File: config.mk
export PLATFORM = sky130hd
export DESIGN_NAME = svo_testpat_flat
export DESIGN_NICKNAME = d
export VERILOG_FILES = /design/src/rtl/svo_testpat_if.sv /design/src/rtl/svo_testpat.sv /design/src/flat_wrapper.sv
export SDC_FILE = /design/constraint.sdc
export NUM_CORES = 1
export LEC_CHECK = 0
export CAP_MARGIN = 20
export CORE_MARGIN = 5
export CORE_UTILIZATION = 40
export CTS_CLUSTER_SIZE = 12
export DETAILED_ROUTE_END_ITERATION = 7
export PLACE_DENSITY = 0.71
export SLEW_MARGIN = 20
export SYNTH_ARGS = -nofsm -noshare
export SYNTH_HDL_FRONTEND = slang
export SYNTH_SLANG_ARGS = --single-unit
File: constraint.sdc
create_clock -name clk -period 3.4 [get_ports clk]
set_input_delay 0.51 -clock clk [delete_from_list [all_inputs] [get_ports clk]]
set_output_delay 0.51 -clock clk [all_outputs]
set_load 0.01 [all_outputs]
File: src/rtl/svo_testpat_if.sv
// AXI4-Stream pixel link used by svo_testpat: 24-bit {B,G,R} pixels with
// tuser marking pixel (0,0) of each frame.
interface svo_testpat_if;
    logic        tvalid;
    logic        tready;
    logic [23:0] tdata;
    logic        tuser;

    modport master (
        output tvalid,
        output tdata,
        output tuser,
        input  tready
    );

    modport slave (
        input  tvalid,
        input  tdata,
        input  tuser,
        output tready
    );
endinterface

File: src/rtl/svo_testpat.sv
// svo_testpat: video test-pattern source for the SVO pipeline.
// Emits H_ACTIVE x V_ACTIVE frames of colour bars, grey ramp, checkerboard,
// moving line or black, selected by pattern. Enable and pattern take effect
// only at frame boundaries, so frames are never truncated.
// Optional feature: define SVO_TESTPAT_CROSSHAIR_EN to overlay a white
// crosshair at column H_ACTIVE/2 and row V_ACTIVE/2.
module svo_testpat #(
    parameter int H_ACTIVE           = 640,
    parameter int V_ACTIVE           = 480,
    parameter int SVO_BITS_PER_PIXEL = 24
) (
    input  logic                 clk,
    input  logic                 reset,
    input  logic                 enable,
    input  logic [2:0]           pattern,
    svo_testpat_if.master        out_axis,
    output logic [15:0]          frame_count
);

    localparam int          XW    = (H_ACTIVE > 1) ? $clog2(H_ACTIVE) : 1;
    localparam int          YW    = (V_ACTIVE > 1) ? $clog2(V_ACTIVE) : 1;
    localparam int unsigned BAR_W = H_ACTIVE / 8;

    typedef enum logic {
        IDLE,
        RUN
    } state_t;

    state_t                          state;
    logic                            en_q;
    logic [2:0]                      pat_q;
    logic [XW-1:0]                   x;
    logic [YW-1:0]                   y;
    logic [XW-1:0]                   line_pos;

    logic                            hs;
    logic                            x_last;
    logic                            y_last;
    logic                            frame_end;
    logic [XW-1:0]                   nx;
    logic [YW-1:0]                   ny;
    logic [XW-1:0]                   lp_inc;

    logic [XW-1:0]                   px;
    logic [YW-1:0]                   py;
    logic [2:0]                      pp;
    logic [XW-1:0]                   pl;
    logic [2:0]                      bar;
    logic                            chk_x;
    logic                            chk_y;
    logic [SVO_BITS_PER_PIXEL-1:0]   pix_next;

    // Next raster position and frame-end detection for the current beat.
    always_comb begin
        hs        = out_axis.tvalid && out_axis.tready;
        x_last    = (x == XW'(H_ACTIVE - 1));
        y_last    = (y == YW'(V_ACTIVE - 1));
        frame_end = hs && x_last && y_last;
        nx        = x_last ? '0 : x + 1'b1;
        ny        = y;
        if (x_last) begin
            ny = y_last ? '0 : y + 1'b1;
        end
        lp_inc    = (line_pos == XW'(H_ACTIVE - 1)) ? '0 : line_pos + 1'b1;
    end

    // Pixel for the next beat. At frame end the freshly sampled pattern and
    // advanced line position apply, so the first pixel of the new frame
    // already reflects them; from IDLE the first beat is always (0,0).
    always_comb begin
        px = (state == RUN) ? nx : '0;
        py = (state == RUN) ? ny : '0;
        pp = frame_end ? pattern : pat_q;
        pl = frame_end ? lp_inc  : line_pos;

        bar = 3'd0;
        for (int unsigned k = 1; k < 8; k++) begin
            if (32'(px) >= k * BAR_W) begin
                bar = 3'(k);
            end
        end

        chk_x = (32'(px) & 32'h20) != 32'd0;
        chk_y = (32'(py) & 32'h20) != 32'd0;

        pix_next = '0;
        case (pp)
            // Bar order white..black maps to: R absent when bar[1], G absent
            // when bar[2], B absent when bar[0]; packing is {B,G,R}.
            3'd0:    pix_next = {{8{~bar[0]}}, {8{~bar[2]}}, {8{~bar[1]}}};
            3'd1:    pix_next = {3{8'(px)}};
            3'd2:    pix_next = (chk_x ^ chk_y) ? '1 : '0;
            3'd3:    pix_next = (px == pl) ? '1 : '0;
            default: pix_next = '0;
        endcase

`ifdef SVO_TESTPAT_CROSSHAIR_EN
        if (px == XW'(H_ACTIVE / 2) || py == YW'(V_ACTIVE / 2)) begin
            pix_next = '1;
        end
`endif
    end

    // Control FSM with raster counters and registered stream outputs.
    always_ff @(posedge clk) begin
        if (reset) begin
            state           <= IDLE;
            en_q            <= 1'b0;
            pat_q           <= '0;
            x               <= '0;
            y               <= '0;
            line_pos        <= '0;
            frame_count     <= '0;
            out_axis.tvalid <= 1'b0;
            out_axis.tuser  <= 1'b0;
            out_axis.tdata  <= '0;
        end else begin
            case (state)
                IDLE: begin
                    // pat_q is held on the launch edge so the first beat and
                    // the rest of the frame use the same pattern.
                    if (en_q) begin
                        state           <= RUN;
                        en_q            <= 1'b0;
                        out_axis.tvalid <= 1'b1;
                        out_axis.tuser  <= 1'b1;
                        out_axis.tdata  <= pix_next;
                    end else begin
                        en_q  <= enable;
                        pat_q <= pattern;
                    end
                end
                RUN: begin
                    if (hs) begin
                        x              <= nx;
                        y              <= ny;
                        out_axis.tdata <= pix_next;
                        out_axis.tuser <= frame_end;
                        if (frame_end) begin
                            frame_count <= frame_count + 16'd1;
                            line_pos    <= lp_inc;
                            pat_q       <= pattern;
                            if (!enable) begin
                                state           <= IDLE;
                                out_axis.tvalid <= 1'b0;
                                out_axis.tuser  <= 1'b0;
                            end
                        end
                    end
                end
                default: state <= IDLE;
            endcase
        end
    end

endmodule

File: src/flat_wrapper.sv
// flat-port wrapper written by rule: the top's interface ports become plain ports
module svo_testpat_flat 
#(
    parameter int H_ACTIVE           = 640,
    parameter int V_ACTIVE           = 480,
    parameter int SVO_BITS_PER_PIXEL = 24
)
  (clk, reset, enable, pattern, frame_count, out_axis_tvalid, out_axis_tdata, out_axis_tuser, out_axis_tready);
  svo_testpat_if out_axis_i ();
  input  logic clk;
  input  logic reset;
  input  logic enable;
  input  logic [2:0] pattern;
  output logic [15:0] frame_count;
  output wire logic [$bits(out_axis_i.tvalid)-1:0] out_axis_tvalid;
  output wire logic [$bits(out_axis_i.tdata)-1:0] out_axis_tdata;
  output wire logic [$bits(out_axis_i.tuser)-1:0] out_axis_tuser;
  input wire logic [$bits(out_axis_i.tready)-1:0] out_axis_tready;
  assign out_axis_tvalid = out_axis_i.tvalid;
  assign out_axis_tdata = out_axis_i.tdata;
  assign out_axis_tuser = out_axis_i.tuser;
  assign out_axis_i.tready = out_axis_tready;
  svo_testpat #(.H_ACTIVE(H_ACTIVE), .V_ACTIVE(V_ACTIVE), .SVO_BITS_PER_PIXEL(SVO_BITS_PER_PIXEL)) u_core (.clk(clk), .reset(reset), .enable(enable), .pattern(pattern), .out_axis(out_axis_i), .frame_count(frame_count));
endmodule
-- After elaboration in Yosys (flattened, before gate mapping)
Index checks and enable logic that the tools add are counted.
- add/subtract/negate cells: 4
- order comparisons: 7
- eq/ne operators: 12
- muxes and demuxes: 38
- bitwise operators: 5
- reduce and logical (&&, ||, !) cells: 9
- operators with widths (kind ; number):
    two-way mux 24 bit ; 4
    one-hot mux 24 bit (4 select lines) ; 1
    one-hot mux 24 bit (2 select lines) ; 1
    two-way mux 10 bit ; 4
    greater-or-equal comparator 10 x 9 -> 1 bit (second input constant) ; 3
    two-way mux 3 bit ; 9
    adder 10 x 1 -> 10 bit (second input constant) ; 2
    equality test 10 bit (second input constant) ; 2
    greater-or-equal comparator 10 x 8 -> 1 bit (second input constant) ; 2
    two-way mux 9 bit ; 2
    adder 16 x 1 -> 16 bit (second input constant) ; 1
    two-way mux 1 bit ; 12
    equality test 10 bit ; 1
    greater-or-equal comparator 10 bit (second input constant) ; 1
    greater-or-equal comparator 10 x 7 -> 1 bit (second input constant) ; 1
    adder 9 x 1 -> 9 bit (second input constant) ; 1
    equality test 9 bit (second input constant) ; 1
    != test 2 bit (second input constant) ; 4
    equality test 3 x 2 -> 1 bit (second input constant) ; 2
    two-way mux 6 bit ; 1
    one-hot mux 1 bit (2 select lines) ; 3
    one-hot mux 3 bit (2 select lines) ; 1
    AND reduction 2 bit ; 3
    inverter 1 bit ; 4
    7 further kinds ; 9
- register bits: 76
- bits of input ports: 7
- output and inout port bits: 42
- word-level logic and storage cells: 85

-- Logic depth before layout (Yosys ltp)
- depth after elaboration: 15
- mapped depth: 12
- gate-level depth less buffers: 9

-- Least setup slack after synthesis
No wires, ideal clock.
- path kind: register -> register
- start: register u_core.x[0]
- end: register u_core.out_axis.tdata[7]
- setup time: 77 ps
- data arrival time: 2776 ps
- data required time: 3323 ps
- path slack: 547 ps
- stages on the path, launching flop included: 11
- buffers on the path: 2
- period minus slack after synthesis: 2853 ps
- cell sequence: dfxtp_1 > ha_1 > and3_1 > buf_2 > a311oi_1 > o311ai_1 > a311o_1 > a2111oi_4 > nand4b_4 > buf_6 > a41oi_2
- longest elaborated chain between the ends: 14
- elaborated cells on any way between the ends: 35
- classes of those cells: add/sub: 1; order compare: 6; eq/ne: 5; mux: 18; bitwise: 2; reduce/logical: 3
- RTL lines (item ; RTL line ; text):
    start: declaration ; svo_testpat.sv:32 ; logic [XW-1:0] x;
    start signal: assignment ; svo_testpat.sv:135 ; x <= nx;
    adder 10 x 1 -> 10 bit / equality test 10 bit (equally long branches) ; svo_testpat.sv:59, svo_testpat.sv:56 ;
    two-way mux 10 bit ; svo_testpat.sv:59 ; nx = x_last ? '0 : x + 1'b1;
    two-way mux 10 bit ; svo_testpat.sv:71 ; px = (state == RUN) ? nx : '0;
    greater-or-equal comparator 10 x 8 -> 1 bit ; svo_testpat.sv:78 ; if (32'(px) >= k * BAR_W) begin
    two-way mux 3 bit (6 in series) ; svo_testpat.sv:78 ;
    inverter 1 bit ; svo_testpat.sv:90 ; 3'd0: pix_next = {{8{~bar[0]}}, {8{~bar[2]}}, {8{~bar[1]}}};
    one-hot mux 24 bit (4 select lines) * ; svo_testpat.sv:87 ; case (pp)
    two-way mux 24 bit, on equally long branches ; svo_testpat.sv:134, svo_testpat.sv:122 ;
    one-hot mux 24 bit (2 select lines) * ; svo_testpat.sv:118 ; case (state)
    end signal: assignment ; svo_testpat.sv:127 ; out_axis.tdata <= pix_next;
    end signal: assignment ; svo_testpat.sv:137 ; out_axis.tdata <= pix_next;
    end: declaration ; svo_testpat_if.sv:11 ; output tdata,
Every way passes the cells marked *; elsewhere a longest branch is shown, timed or not. The select of a mux whose other input is x is not followed.
A chain may end at the register's enable or synchronous reset.

-- Final worst setup path
- start: register u_core.x[1]
- end: register u_core.out_axis.tdata[15]
- longest elaborated chain between the ends: 13
- elaborated cells on any way between the ends: 33
- classes of those cells: add/sub: 1; order compare: 5; eq/ne: 5; mux: 17; bitwise: 2; reduce/logical: 3
- RTL lines (item ; RTL line):
    adder 10 x 1 -> 10 bit / equality test 10 bit (equally long branches) ; svo_testpat.sv:59, svo_testpat.sv:56
    two-way mux 10 bit ; svo_testpat.sv:59
    two-way mux 10 bit ; svo_testpat.sv:71
    greater-or-equal comparator 10 x 8 -> 1 bit ; svo_testpat.sv:78
    two-way mux 3 bit (5 in series) ; svo_testpat.sv:78
    inverter 1 bit ; svo_testpat.sv:90
    one-hot mux 24 bit (4 select lines) * ; svo_testpat.sv:87
    two-way mux 24 bit, on equally long branches ; svo_testpat.sv:134, svo_testpat.sv:122
    one-hot mux 24 bit (2 select lines) * ; svo_testpat.sv:118
Marked as above.

==> reports/results.ini <==
[run_status]
status = finished, final reports clean

[drt]
via_count = 4198
ant_nets = 0
drt_pass1_iterations = 5
detail_route.wirelength_um = 11800
drtIter0Drc = 268
drc_errors = 0
avgRoutedWirePerCell_um = 16.3
via_per_inst = 5.77

[die]
io_pins = 49
core_sq_mm = 0.0104
die_h_um = 114
initial_core_util_pct = 41.2
dieArea_sq_mm = 0.0129
chipWidth_um = 114
rows = 37

[power]
p_switching_uw = 490
p_seq_share_pct = 47.1
power_density_mw_per_mm2 = 379
vdd_drop_max_v = 0.000224
clockPowerShare_pct = 42.2
power.internal_mw = 1.49
swShare_pct = 24.7
combPwrFrac_pct = 10.7
p_leak_nw = 1.78

[sta]
fin_skew_ns = 0.0102
maxSlewViolCount = 0
rsz0062_at_grt = no
slew_headroom_pct = 47.3
final.setup.tns_ns = 0
fin_crit_sh_pct = 92.8
fmax_ghz = 0.317
hold_viol_final = 0
timing.final.crit_period_ns = 3.16
setup_viol = 0
worstMarginPinSlew_ns = 0.790
fin_hold_ws_ns = 0.501

[grt]
grt_usage_pct = 18.6
grt_max_degree = 43
grt_pass1_vias = 4068
gr-total-overflow = 0
grt_antenna_before_repair = 0
grt_pass1_wl_um = 20000

[cells_and_area]
filler_cell_count = 1020
final_common_cell = dfxtp_1
drive_gt1_share_pct = 10.1
area_growth_syn_to_layout_pct = 21.7
multiInputGateArea_sq_mm = 0.00261
final_cell_mix = 75 x dfxtp_1, 66 x nand2_1, 54 x a21oi_1, 54 x nor2_1, 47 x clkdlybuf4s50_1
seqCellArea_sq_mm = 0.00152
n_antenna_cell = 0
fin_nets = 598

[place]
gp_congestion = 1.00
dp_hpwl_um = 8770
port_buffers = 48

[cts]
insertion_delay_ns = 0.35
root_buffer = clkbuf_8
cts.sinks = 76
tritoncts = yes
numCtsBuffers = 9
cts.path.max_buffers = 2
h-tree-depth = 3
path_clk_slew_ns = 0.09
cts_hold_buf = 0

[synth]
post-synth-top-area-cell = dfxtp_1
synth-edff-count = 0
synthesis.nets = 545
netlist_top_cells_area = dfxtp_1 35%, a21oi_1 6.3%, nand2_1 5.8%
synth.avg_cell_area_sq_um = 8.04
yosysWarningCount = 0
syn-instance-count = 534
synthDistinctLibCells = 67
ys_ff_latch = 76
synthArstFlopShare_pct = 0
synth_top_area_share_pct = 35.5
seq_area_frac_synth_pct = 35.5
syn_area_sq_mm = 0.00429
synthFlopType = dfxtp_1

[worst_setup_path]
criticalPathCategory = reg2reg
slowest_delay_ns = 0.45
endpoint_kind = register
critPathMaxFanout = 8
slowest_stage = a2111oi_4
cp.required_ns = 3.68
reg2reg_from = u_core.x[1]
crit_start = u_core.x[1]
cp_top_family = compound AO/OA/AOI/OAI gates
path_buf_inv = 1
cp-start-kind = register
crit_chain = ha_2 > nand3_4 > or3_4 > a21oi_2 > xnor2_1 > a311o_1 > a2111oi_4 > nand4b_4 > buf_4 > a31oi_1
arrival_ns = 3.43

[hold_path]
min_from = u_core.frame_count[1]
hp-class = reg2reg

[run]
cap_violations = 0

registers in the layout (all words and copies together) (netlist names), named ones only:
register	cells
u_core.en_q	1
u_core.state	1
u_core.y	4
u_core.out_axis.tdata	24
u_core.pat_q	3
u_core.frame_count	16
u_core.line_pos	10
u_core.out_axis.tuser	1
u_core.out_axis.tvalid	1
u_core.x	10
worst paths after layout:
check / depth (start not counted) / to / slack, ns
worst max-delay path: 10 / u_core.out_axis.tdata[15] / 0.24
worst min-delay path: 2 / u_core.frame_count[1] / 0.50
worst max register to register: 10 / u_core.out_axis.tdata[15] / 0.24
worst min register to register: 2 / u_core.frame_count[1] / 0.50
final cells by class:
class	instances	area share (%)
multi-input combinational	421	50.0
sequential	76	29.1
timing repair buffer	71	12.4
tap	136	3.26
clock buffer	10	2.44
clock inverter	6	2.13
inverter	8	0.575
Yosys cell counts, types with 5 or more instances:
master    count
nand4_1      12
a41oi_2       8
a41oi_1       9
nand2_1      66
nand3_1      24
inv_1         7
nor3_1       19
or3_1         7
a21o_1        8
xor2_1       23
and3_1       12
o31ai_1       5
a31oi_1      15
xnor2_1      15
clkbuf_1     20
nor2_1       54
a21oi_1      54
o21ai_0      15
dfxtp_1      76
worst reg2reg max path, delay by kind of cell (launching register included):
| family | cells | cell delay (ns) |
|---|---|---|
| adders and majority gates | 1 | 0.27 |
| buffers and inverters | 1 | 0.23 |
| xor gates and xnor gates | 1 | 0.15 |
| DFF | 1 | 0.41 |
| AOI/OAI and AO/OA | 4 | 1.26 |
| and+or+nand+nor | 3 | 0.79 |
stage by stage:
stage	instances	setup slack [ns]	util, %	power (mW)	cell area (sq um)
3_5_place_dp	712	0.0519	47.8	1.16	4980
4_1_cts	728	0.136	50.1	1.99	5220
2_1_floorplan	534	0.547	-	1.08	4290
5_1_grt	728	0.00736	50.2	2.05	5220
6_report	728	0.243	50.2	1.98	5220
3_3_place_gp	712	0.113	47.8	1.16	4980
what timing repair did:
item / 4_1_cts / 5_1_grt
setup buffers: 0 / 0
setup endpoints to repair: 0 / 18
gates resized for setup: 0 / 2
logic make-up (layout without fill, tap and decap cells):
logic type,after synthesis,count (layout),share of synthesized area (%)
buf+inv,37,95,3.70
fa+ha+maj,4,4,1.17
mux,4,4,0.962
compound gates,146,146,23.9
simple gates,229,229,27.1
xor+xnor,38,38,7.76
flops,76,76,35.5
per-layer routing:
metal / track usage (%) / share of wire (%) / vias to the layer above
met3: 4.19 / 4.7 / 22
li1: - / - / 2078
met2: 30.3 / 46 / 115
met5: 0 / 0 / -
met4: 4.89 / 1.6 / 0
met1: 24.7 / 47 / 1983
power by group through the flow:
stage                     clock network (mW)  registers, mW  logic (mW)
after floorplan                            0          0.956       0.122
after global placement                     0          0.953       0.203
after detailed placement                   0          0.954       0.210
after CTS                              0.850          0.933       0.211
after global routing                   0.884          0.937       0.234
final                                  0.837          0.933       0.212
Power figures use the tool's default switching activity.
==> RTL edit 1: new RTL, same flow settings <==
`H_ACTIVE` is set to 640 in 2 places; all go to 160.
--- a/src/rtl/svo_testpat.sv
+++ b/src/rtl/svo_testpat.sv
@@ -5,7 +5,7 @@
 // Optional feature: define SVO_TESTPAT_CROSSHAIR_EN to overlay a white
 // crosshair at column H_ACTIVE/2 and row V_ACTIVE/2.
 module svo_testpat #(
-    parameter int H_ACTIVE           = 640,
+    parameter int H_ACTIVE           = 160,
     parameter int V_ACTIVE           = 480,
     parameter int SVO_BITS_PER_PIXEL = 24
 ) (
--- a/src/flat_wrapper.sv
+++ b/src/flat_wrapper.sv
@@ -1,7 +1,7 @@
 // flat-port wrapper written by rule: the top's interface ports become plain ports
 module svo_testpat_flat 
 #(
-    parameter int H_ACTIVE           = 640,
+    parameter int H_ACTIVE           = 160,
     parameter int V_ACTIVE           = 480,
     parameter int SVO_BITS_PER_PIXEL = 24
 )
Check against the original RTL: same outputs for any inputs over 4 cycles, from zero or initial values and one cycle with reset high; that may be too few to reach the edited logic, so the function may still have changed.
==> RTL edit 1 against the original RTL <==
  * Die area is 1.6% lower
  * Wire length is 1.4% lower
  * Sequential cell count is 4 lower
  * Largest power group unchanged
  * Maximum frequency is 2.3% higher
  * Total power is 13% lower
  * Cell area is 4.3% lower
  * Clock power is 27% lower
  * Synthesized cell count is 3.7% lower
  * Setup slack better by 0.071 ns
  * Synthesized area is 1.8% lower
  * Hold slack worse by 0.013 ns
==> RTL edit 1: results (changes against the original RTL) <==
largest net degree at the start of global routing 58 (was 43); crit-path max FO 10 (was 8); dpl ws 0.2734 ns (was 0.05189 ns); M2 GR Usage 29.94% (was 30.31%); Worst Skew 0.01138 ns (was 0.01024 ns); Layout Nets 568 (was 598); initial DRC count 331 (was 268); drt total wl 11.67 mm (was 11.84 mm); post-synthesis compound-gate area fraction 25.24% (was 23.91%); Switching Fraction 28.75% (was 24.72%); Max Root-Sink Buffers 2 (unchanged); # fillers 994 (was 1020); worst vdd ir 0.1949 mV (was 0.2238 mV); Leak Pwr 1.622 nW (was 1.775 nW); Synth Area in XOR/XNOR 6.235% (was 7.755%); slew margin rel. 52.93% (was 47.33%); share of layout cells above drive strength 1 11.03% (was 10.14%); Worst Path Arrival 3.36 ns (was 3.43 ns); status finished, final reports clean (unchanged); register area share after synthesis 34.20% (was 35.45%); syn nets 525 (was 545); CTS Buf Count 9 (unchanged); Largest regs u_core.out_axis.tdata x24, u_core.frame_count x16 (unchanged); GR Util met3 3.666% (was 4.191%); slowest CP cell dfxtp_1 (was a2111oi_4); Area contributors post-synth dfxtp_1, nand2_1, a21oi_1 (was dfxtp_1, a21oi_1, nand2_1); Overall Power 1.718 mW (was 1.982 mW); mux cell area share after synthesis 1.752% (was 0.9621%); GR Util met1 25.72% (was 24.73%); Commonest cells post-synth dfxtp_1, nand2_1, a21oi_1 (was dfxtp_1, nand2_1, a21oi_1, nor2_1, nand3_1); number of global-route vias before repair 3912 (was 4068); adder-cell area share of the yosys netlist 1.188% (was 1.166%); asr flop ratio synth 0% (unchanged); via-per-instance ratio 5.928 (was 5.766); CP max stage delay 0.48 ns (was 0.45 ns); Initial Utilization 40.82% (was 41.20%); post-placement cell area 4817 µm² (was 4981 µm²); global placement routability congestion 0.9457 (was 1.004); global-route wire length before repair 19.66 mm (was 20.02 mm); Post-DP HPWL 8.593 mm (was 8.771 mm); first-pass iteration count of the detailed router 4 (was 5); Global Route Usage Sum 18.80% (was 18.56%); H-tree levels 3 (unchanged)
-- RTL edit 1: final cells by class --
cell class / instances / area share [%]
Sequential cell: 72 / 28.83
Timing Repair Buffer: 65 / 12.06
Tap cell: 136 / 3.403
Inverter: 6 / 0.4505
Clock buffer: 10 / 2.553
Multi-Input combinational cell: 403 / 51.80
Clock inverter: 6 / 0.9009
-- RTL edit 1: logic make-up (layout without fill, tap and decap cells) --
group                      count (synthesis)  after routing
AOI/OAI and AO/OA                        141            141
xor gates and xnor gates                  30             30
adders and majority gates                  4              4
buffers and inverters                     39             87
DFF                                       72             72
muxes                                      7              7
and+or+nand+nor                          221            221
-- RTL edit 1: timing repair --
item,in CTS,in global routing
endpoints found under the setup margin,0,15
hold buffers,0,0
resized for setup,0,3
buffers inserted,0,0
-- RTL edit 1: through the flow --
step | std cells | util [%]
after floorplan | 514 | -
after global placement | 682 | 46.66
after detailed placement | 682 | 46.66
after CTS | 698 | 48.33
after global routing | 698 | 48.43
final | 698 | 48.43
-- RTL edit 1: final timing paths --
kind	slack, ns	startpoint	to	cells after the start
max reg2reg	0.31	u_core.x[0]	u_core.out_axis.tdata[6]	9
max	0.31	u_core.x[0]	u_core.out_axis.tdata[6]	9
min reg2reg	0.49	register	register	2
min	0.49	register	register	2
-- RTL edit 1: metal layers --
metal	up-vias	wire, µm
met5	-	0
met4	0	177
met3	14	617
met2	131	5482
met1	2014	5395
li1	1979	-
-- RTL edit 1: power by group through the flow --
stage	sequential [mW]	clock [mW]	combinational [mW]
after floorplan	0.915	0	0.119
after global placement	0.915	0	0.205
after detailed placement	0.916	0	0.211
after CTS	0.896	0.626	0.212
after global routing	0.900	0.659	0.232
final	0.897	0.608	0.213
-- RTL edit 1: critical path: cells and delay by family (launching register included) --
kind                     cells  cell delay [ns]
AND/OR/NAND/NOR              4             1.16
AO/OA/AOI/OAI                3             0.73
flip-flops                   1             0.48
adder cells (fa/ha/maj)      1             0.35
buffers and inverters        1             0.27
==> RTL edit 2: new RTL, same flow settings <==
Made on the original files. Make the reset (`reset`) asynchronous in one clocked block.
--- a/src/rtl/svo_testpat.sv
+++ b/src/rtl/svo_testpat.sv
@@ -102,7 +102,7 @@
     end
 
     // Control FSM with raster counters and registered stream outputs.
-    always_ff @(posedge clk) begin
+    always_ff @(posedge clk or posedge reset) begin
         if (reset) begin
             state           <= IDLE;
             en_q            <= 1'b0;
Behaviour: differs if reset is asserted again (counterexample within 4 cycles, from zero or initial values and one cycle with reset high); with reset held inactive, the same outputs for 4 cycles.
==> RTL edit 2 against the original RTL <==
  * Maximum frequency is 1.6% lower
  * Largest cell class unchanged
  * Critical path type unchanged
  * Final cell count fell by 7.6%
  * Cell area increased by 2.6%
  * Global-route usage increased by 0.30 points
  * Via count shrank 7.3%
  * Wire length down 1.1%
  * Synthesized area rose by 0.79%
  * Count of clock-buffer cells in the layout unchanged
  * Sequential cell count unchanged
  * Synthesized cell count shrank 14%
  * Setup slack got worse by 0.050 ns
Power is not compared: it rests on default switching activity, and its combinational part moved more than twofold at a synthesized area within 25%.
==> RTL edit 2: results (changes against the original RTL) <==
R2R cell count 10 (unchanged); worst hold path class input pin to asynchronous set/reset pin (was register to register); Post-DP HPWL 8.629 mm (was 8.771 mm); via-per-instance ratio 5.780 (was 5.766); slowest CP cell or4_4 (was a2111oi_4); first-pass iteration count of the detailed router 5 (unchanged); syn nets 469 (was 545); largest net degree at the start of global routing 30 (was 43); adder-cell area share of the yosys netlist 1.157% (was 1.166%); GR Util met3 3.714% (was 4.191%); Area contributors post-synth dfrtp_1, xnor2_1, nand2_1 (was dfxtp_1, a21oi_1, nand2_1); Global Route Usage Sum 18.86% (was 18.56%); buffers added on ports 48 (unchanged); CTS Buf Count 9 (unchanged); Crit path max-delay family simple AND/OR/NAND/NOR gates (was compound AO/OA/AOI/OAI gates); mux cell area share after synthesis 2.806% (was 0.9621%); initial antenna violation count 0 (unchanged); worst vdd ir roughly 0.25 mV; global-route wire length before repair 19.64 mm (was 20.02 mm); Root Driver clkbuf_8 (unchanged); initial DRC count 260 (was 268); YS warnings 0 (unchanged); Synth Area in XOR/XNOR 7.492% (was 7.755%); status finished, final reports clean (unchanged); drt total wl 11.71 mm (was 11.84 mm); Least-Margin Pin Slew 0.7634 ns (was 0.7900 ns); Leak Pwr 2.223 nW; Layout Nets 539 (was 598); share of layout cells above drive strength 1 12.95% (was 10.14%); clock slew at reported path FFs 0.09 ns (about the same); global placement routability congestion 0.9083 (was 1.004); number of global-route vias before repair 3911 (was 4068); Synth cell types 55 (was 67); post-placement cell area 5119 µm² (was 4981 µm²); crit-path max FO 8 (unchanged); GR Util met1 26.00% (was 24.73%); diode count 0 (unchanged); register area share after synthesis 43.97% (was 35.45%); hold slack final 0.4565 ns (was 0.5013 ns); Worst Path Arrival 3.50 ns (was 3.43 ns); Max Root-Sink Buffers 2 (unchanged); Worst Skew 0.01190 ns (was 0.01024 ns); asr flop ratio synth 100.0% (was 0%); CP max stage delay 0.64 ns (was 0.45 ns); Largest regs u_core.out_axis.tdata x24, u_core.frame_count x16 (unchanged); Commonest cells post-synth dfrtp_1, nand2_1, nor2_1 (was dfxtp_1, nand2_1, a21oi_1, nor2_1, nand3_1); FF-to-FF End u_core.out_axis.tdata[2] (was u_core.out_axis.tdata[15]); worst-skew pair later-pin latency 0.36 ns; post-synthesis compound-gate area fraction 16.11% (was 23.91%); r2r setup slk 0.19 ns (was 0.24 ns); H-tree levels 3 (unchanged); M2 GR Usage 28.45% (was 30.31%)
-- RTL edit 2: timing repair --
item	CTS	global route
setup buffers	0	1
endpoints found under the hold margin	0	0
endpoints found under the setup margin	0	24
gates resized for setup	0	7
-- RTL edit 2: kinds of logic (layout without fill, tap and decap cells) --
group	Yosys count	in the layout
flip-flops	76	76
adder cells (fa/ha/maj)	4	4
multiplexers	11	11
buffers and inverters	27	102
AO/OA/AOI/OAI	94	94
AND/OR/NAND/NOR	209	209
XOR/XNOR	37	37
-- RTL edit 2: power by group --
| group | switching [mW] | total, mW | leakage, nW | internal (mW) |
|---|---|---|---|---|
| logic | 0.257 | 0.442 | 1.17 | 0.185 |
| clock network | 0.375 | 0.740 | 0.0995 | 0.366 |
| registers | 0.0702 | 1.02 | 0.954 | 0.952 |
-- RTL edit 2: cell type report --
class	count	area, µm²
Clock inverter	6	71.32
Clock buffer	10	137.6
Multi-Input combinational cell	355	2331
Inverter	6	22.52
Tap cell	140	175.2
Timing Repair Buffer	80	720.7
Fill cell	998	5338
Sequential cell	76	1902
-- RTL edit 2: stage by stage --
step / setup WS, ns / cells
2_1_floorplan: 0.2673 / 458
3_3_place_gp: 0.03102 / 656
3_5_place_dp: -0.02674 / 656
4_1_cts: 0.1151 / 672
5_1_grt: 0.03698 / 673
6_report: 0.1927 / 673
-- RTL edit 2: worst max path at each step --
stage,start,endpoint,depth (start not counted)
global placement,out_axis_tready,u_core.out_axis.tdata[3],9
finish,register,u_core.out_axis.tdata[2],10
floorplan,register,u_core.out_axis.tdata[12],10
global route,u_core.x[1],u_core.out_axis.tdata[2],10
detailed placement,out_axis_tready,u_core.out_axis.tdata[2],9
CTS,register,u_core.out_axis.tdata[2],9
-- RTL edit 2: per-layer routing --
| layer | routed length, µm | vias up | part of all wire (%) |
|---|---|---|---|
| met5 | 0 | - | 0 |
| met4 | 416 | 0 | 3.6 |
| met3 | 565 | 31 | 4.8 |
| met2 | 5218 | 117 | 45 |
| met1 | 5506 | 1902 | 47 |
| li1 | - | 1840 | - |
